$ cat config.mk
export PLATFORM = sky130hd
export DESIGN_NAME = fwd_hazard_scoreboard
export DESIGN_NICKNAME = d
export VERILOG_FILES = /design/src/rtl/fwd_hazard_scoreboard.sv
export SDC_FILE = /design/constraint.sdc
export NUM_CORES = 1
export LEC_CHECK = 0
export ABC_AREA = 1
export BUFFER_PORTS_ARGS = -buffer_cell sky130_fd_sc_hd__buf_4
export CORE_UTILIZATION = 60
export DETAILED_ROUTE_END_ITERATION = 12
export PLACE_DENSITY_LB_ADDON = 0.1
export SLEW_MARGIN = 20
export SYNTH_ARGS = -nofsm -noshare
export SYNTH_HDL_FRONTEND = slang
export SYNTH_SLANG_ARGS = --single-unit
$ cat constraint.sdc
create_clock -name i_clk -period 3.6 [get_ports i_clk]
set_clock_uncertainty 0.2 [all_clocks]
set_input_delay 0.18 -clock i_clk [delete_from_list [all_inputs] [get_ports i_clk]]
set_output_delay 0.18 -clock i_clk [all_outputs]
set_load 0.05 [all_outputs]
$ cat src/rtl/fwd_hazard_scoreboard.sv
// Forwarding and hazard controller for the pipelined CPU.
// Tracks in-flight register writers in a destination pipeline that mirrors
// EX..WB (+ extra bypass latches), resolves the ID instruction's sources
// against the youngest producer, stalls ID on unready operands and registers
// the forward selects EX uses on the following cycle.
//
// Ports:
//   i_clk, i_reset          clock, asynchronous active-high reset
//   i_id_valid              ID holds a real instruction
//   i_id_rs / i_id_rt       ID source registers
//   i_id_uses_rs / _rt      source is actually read
//   i_id_dest               ID destination register
//   i_id_reg_write          ID instruction writes i_id_dest
//   i_id_is_load            ID instruction is a load
//   i_flush                 squash ID and the stage-1 (EX) entry
//   o_stall                 combinational: hold PC/IF-ID, bubble into EX
//   o_fwd_sel_a / _b        registered operand sources for EX (0 = regfile)
//   o_stall_count           stall cycles since reset (wrapping)
module fwd_hazard_scoreboard #(
  parameter int unsigned REG_AW     = 5,
  parameter int unsigned DEPTH      = 3,
  parameter int unsigned ALU_READY  = 2,
  parameter int unsigned LOAD_READY = 3,
  parameter int unsigned CNT_W      = 32,
  localparam int unsigned SEL_W     = $clog2(DEPTH + 1)
) (
  input  logic              i_clk,
  input  logic              i_reset,
  input  logic              i_id_valid,
  input  logic [REG_AW-1:0] i_id_rs,
  input  logic [REG_AW-1:0] i_id_rt,
  input  logic              i_id_uses_rs,
  input  logic              i_id_uses_rt,
  input  logic [REG_AW-1:0] i_id_dest,
  input  logic              i_id_reg_write,
  input  logic              i_id_is_load,
  input  logic              i_flush,
  output logic              o_stall,
  output logic [SEL_W-1:0]  o_fwd_sel_a,
  output logic [SEL_W-1:0]  o_fwd_sel_b,
  output logic [CNT_W-1:0]  o_stall_count
);

  // Destination pipeline, stage 1 = EX .. stage DEPTH
  logic [DEPTH:1]    r_valid;
  logic [DEPTH:1]    r_wr;
  logic [DEPTH:1]    r_load;
  logic [REG_AW-1:0] r_dest [1:DEPTH];

  logic [SEL_W-1:0]  r_sel_a;
  logic [SEL_W-1:0]  r_sel_b;
  logic [CNT_W-1:0]  r_stall_count;

  logic [REG_AW-1:0] w_src [2];
  logic [1:0]        w_use;
  logic [1:0]        w_hazard;
  logic [SEL_W-1:0]  w_sel [2];
  logic              w_stall;
  logic              w_issue;

  assign w_src[0] = i_id_rs;
  assign w_src[1] = i_id_rt;
  assign w_use    = {i_id_uses_rt, i_id_uses_rs};

  // Per-source resolution. Scanning oldest to youngest lets the youngest
  // matching producer overwrite any older decision.
  always_comb begin
    w_hazard = '0;
    for (int s = 0; s < 2; s++) begin
      w_sel[s] = '0;
      for (int unsigned k = DEPTH; k >= 1; k--) begin
        if (r_valid[k] && r_wr[k] && (r_dest[k] == w_src[s]) &&
            (w_src[s] != '0) && w_use[s]) begin
          // Producer will sit at stage k+1 when the consumer reaches EX
          if (k + 1 > DEPTH) begin
            w_sel[s]    = '0;
            w_hazard[s] = 1'b0;
          end else if (k + 1 >= (r_load[k] ? LOAD_READY : ALU_READY)) begin
            w_sel[s]    = SEL_W'(k + 1);
            w_hazard[s] = 1'b0;
          end else begin
            w_sel[s]    = '0;
            w_hazard[s] = 1'b1;
          end
        end
      end
    end
  end

  // Flush beats stall
  assign w_stall = i_id_valid && !i_flush && (|w_hazard);
  assign w_issue = i_id_valid && !w_stall && !i_flush;

  // Shift pipeline every cycle; flush kills the entry leaving stage 1
  always_ff @(posedge i_clk or posedge i_reset) begin
    if (i_reset) begin
      r_valid <= '0;
      r_wr    <= '0;
      r_load  <= '0;
      for (int unsigned k = 1; k <= DEPTH; k++) r_dest[k] <= '0;
    end else begin
      r_valid[1] <= w_issue;
      r_wr[1]    <= i_id_reg_write;
      r_load[1]  <= i_id_is_load;
      r_dest[1]  <= i_id_dest;
      r_valid[2] <= r_valid[1] && !i_flush;
      r_wr[2]    <= r_wr[1];
      r_load[2]  <= r_load[1];
      r_dest[2]  <= r_dest[1];
      for (int unsigned k = 3; k <= DEPTH; k++) begin
        r_valid[k] <= r_valid[k-1];
        r_wr[k]    <= r_wr[k-1];
        r_load[k]  <= r_load[k-1];
        r_dest[k]  <= r_dest[k-1];
      end
    end
  end

  // Forward selects follow the instruction into EX; bubbles carry 0
  always_ff @(posedge i_clk or posedge i_reset) begin
    if (i_reset) begin
      r_sel_a <= '0;
      r_sel_b <= '0;
    end else begin
      r_sel_a <= w_issue ? w_sel[0] : '0;
      r_sel_b <= w_issue ? w_sel[1] : '0;
    end
  end

  always_ff @(posedge i_clk or posedge i_reset) begin
    if (i_reset) begin
      r_stall_count <= '0;
    end else if (w_stall) begin
      r_stall_count <= r_stall_count + CNT_W'(1);
    end
  end

  assign o_stall       = w_stall;
  assign o_fwd_sel_a   = r_sel_a;
  assign o_fwd_sel_b   = r_sel_b;
  assign o_stall_count = r_stall_count;

endmodule
==> out/metrics.cfg <==
[global_route]
grt_max_degree=63
grt_pass1_vias=2611
grt_pass1_wl_um=11700
grt_remaining_overflow=0
grtUsageTotal=0.284
antenna_found_initial=0

[final_layout]
multi_input_area_mm2=0.00144
final_nets=503
fillers=406
n_antenna_cell=0
seq_area_mm2=0.00128
area_growth_pct=20.7
drive_above_1_share=0.200

[logic_synthesis]
async_reset_ff_frac=1.00
ys_top_cells_by_count=nand2_1, inv_1, dfrtp_1
synth_top_area_cell=dfrtp_1
synth_area_mm2=0.00305
syn_avg_cell_area_um2=7.34
synthCells=415
synthDominantCellAreaShare=0.419
yosysUniqueCellTypes=32
synthFlopType=dfrtp_1
yosysSeqAreaShare=0.419
synth-edff-count=0
ys_ff_latch=51
yosysWarnings=0
synth_nets=439
synthTopCellsByArea=dfrtp_1, nand2_1, inv_1
yosysMostFrequentCell=nand2_1

[clocking]
cts.sinks=51
ctsResizeCount=0
clock_path_buffers=2
insertion_delay_ns=0.31
root_buffer=clkbuf_8
numCtsBuffers=5
cts_setup_buffers=0
cts_tree=yes
htree_levels=2
cts_hold_buf=9
clk_pin_slew_ns=0.09

[timing]
hold-worst-slack_ns=0.0486
period_share=0.623
rsz0062_at_grt=no
timing.final.max_slew_violations=0
finalSetupViolations=0
fin_setup_tns_ns=0
finalCriticalPeriod_ns=2.24
maxSlewHeadroom=0.427
hold_viol=0
worst_pin_slew_ns=0.858
clock.fmax_mhz=446

[critical_path]
reg2reg_to=o_stall_count[1]$_DFFE_PP0P_
critPathRequiredTime_ns=3.22
r2r-start=r_wr[1]$_DFF_PP0_
cp_max_fo=29
worstSetupEndpointType=output pin
r2r_cells=9
r2r_slack_ns=1.48
crit_type=primary input to output pin
cp_data_arrival_time_ns=1.86
critical_path.startpoint_type=primary input

[route]
drt-total-wl_um=7170
ant_nets=0
wl_per_cell_um=13.1
vias=2968
drtPass1Iterations=6
drt_iter0_drc=214
drc=0
viasPerCell=5.43

[place]
gp_congestion=0.905
place_hpwl_um=5200
io_buffers=59

[die]
initial_core_util=0.632
num_rows=25
die_w_um=73.3
floorplan.die.height_um=73.3
core_area_mm2=0.00482
dieArea_mm2=0.00537
num_io_pins=60

[power]
p_leak_nw=1.80
power.density_mw_per_mm2=276
power_mw=1.02
vdd_drop_max_mv=0.204

[job]
cap_viol_max_count=0

[min_path]
whs_endpoint=o_fwd_sel_a[0]$_DFF_PP0_
hold_class=primary input to register
holdPathStages=5
hp-start=i_id_uses_rs

[run_status]
status=finished clean

cell type report:
type / instances / area share
clock buffer: 6 / 0.0197
multi-input combinational: 285 / 0.391
timing repair buffer: 69 / 0.147
tap: 67 / 0.0228
sequential: 51 / 0.347
inverter: 67 / 0.0688
clock inverter: 2 / 0.00340
routing by layer:
metal,up-vias,global-route usage,part of all wire
met2,122,0.464,0.48
met1,1397,0.390,0.44
met5,-,0,0
met4,0,0.0719,0.011
met3,9,0.0535,0.069
li1,1440,-,-
registers in the layout (all words and copies together), names as in the netlist:
register and cells:
o_fwd_sel_a 2, o_fwd_sel_b 2, o_stall_count 32, r_dest 10, r_load 1, r_valid 2
r_wr 2
report_power, final:
part           switching, mW  internal [mW]  total [mW]
combinational         0.0571         0.0409      0.0980
clock                  0.192          0.136       0.328
sequential           0.00849          0.582       0.590
cell families after synthesis:
group | count (synthesis) | share of synthesized area
flip-flops | 51 | 0.419
AND/OR/NAND/NOR | 266 | 0.419
adder cells (fa/ha/maj) | 1 | 0.00411
buffers and inverters | 79 | 0.112
XOR/XNOR | 12 | 0.0345
AO/OA/AOI/OAI | 6 | 0.0115
how the worst max path moves through the flow:
stage / from / endpoint / slack, ns / depth (start not counted)
finish: i_flush / o_stall / 1.36 / 6
detailed placement: r_dest[14]$_DFF_PP0_ / o_stall_count[1]$_DFFE_PP0P_ / 1.50 / 10
global placement: o_stall_count[0]$_DFFE_PP0P_ / o_stall_count[26]$_DFFE_PP0P_ / 1.63 / 10
global route: i_flush / o_stall / 1.27 / 6
floorplan: o_stall_count[0]$_DFFE_PP0P_ / o_stall_count[24]$_DFFE_PP0P_ / 1.48 / 10
CTS: i_flush / o_stall / 1.38 / 6
worst max-delay path, stage by stage:
cell,delay (ns)
dlygate4sd3_1,0.54
buf_4,0.15
nor2_4,0.52
inv_1,0.13
nor2_1,0.14
buf_4,0.20
per-stage QoR:
stage | worst slack [ns] | cells | utilization | area, µm²
after floorplan | 1.48 | 415 | - | 3050
after global placement | 1.63 | 530 | 0.726 | 3500
after detailed placement | 1.50 | 530 | 0.726 | 3500
after CTS | 1.38 | 547 | 0.763 | 3670
after global routing | 1.27 | 547 | 0.763 | 3680
final | 1.36 | 547 | 0.763 | 3680
cell usage in the layout (no fill, tap or decap):
| cell type | instances |
|---|---|
| a21boi_1 | 1 |
| a21oi_1 | 3 |
| and2_1 | 1 |
| and3_1 | 1 |
| buf_4 | 60 |
| clkbuf_1 | 1 |
| clkbuf_8 | 5 |
| clkinv_2 | 2 |
| clkinvlp_4 | 1 |
| dfrtp_1 | 51 |
| dlygate4sd3_1 | 9 |
| ha_1 | 1 |
| inv_1 | 64 |
| inv_2 | 2 |
| nand2_1 | 121 |
| nand2_2 | 4 |
| nand2_4 | 1 |
| nand3_1 | 41 |
| nand3_2 | 4 |
| nand4_1 | 34 |
| nor2_1 | 25 |
| nor2_2 | 10 |
| nor2_4 | 4 |
| nor3_1 | 13 |
| nor3_2 | 1 |
| nor3_4 | 1 |
| nor4_1 | 1 |
| o211ai_1 | 1 |
| o21ai_0 | 1 |
| or2_1 | 3 |
| or2_2 | 1 |
| xnor2_1 | 8 |
| xor2_1 | 4 |
Power figures use the tool's default switching activity.
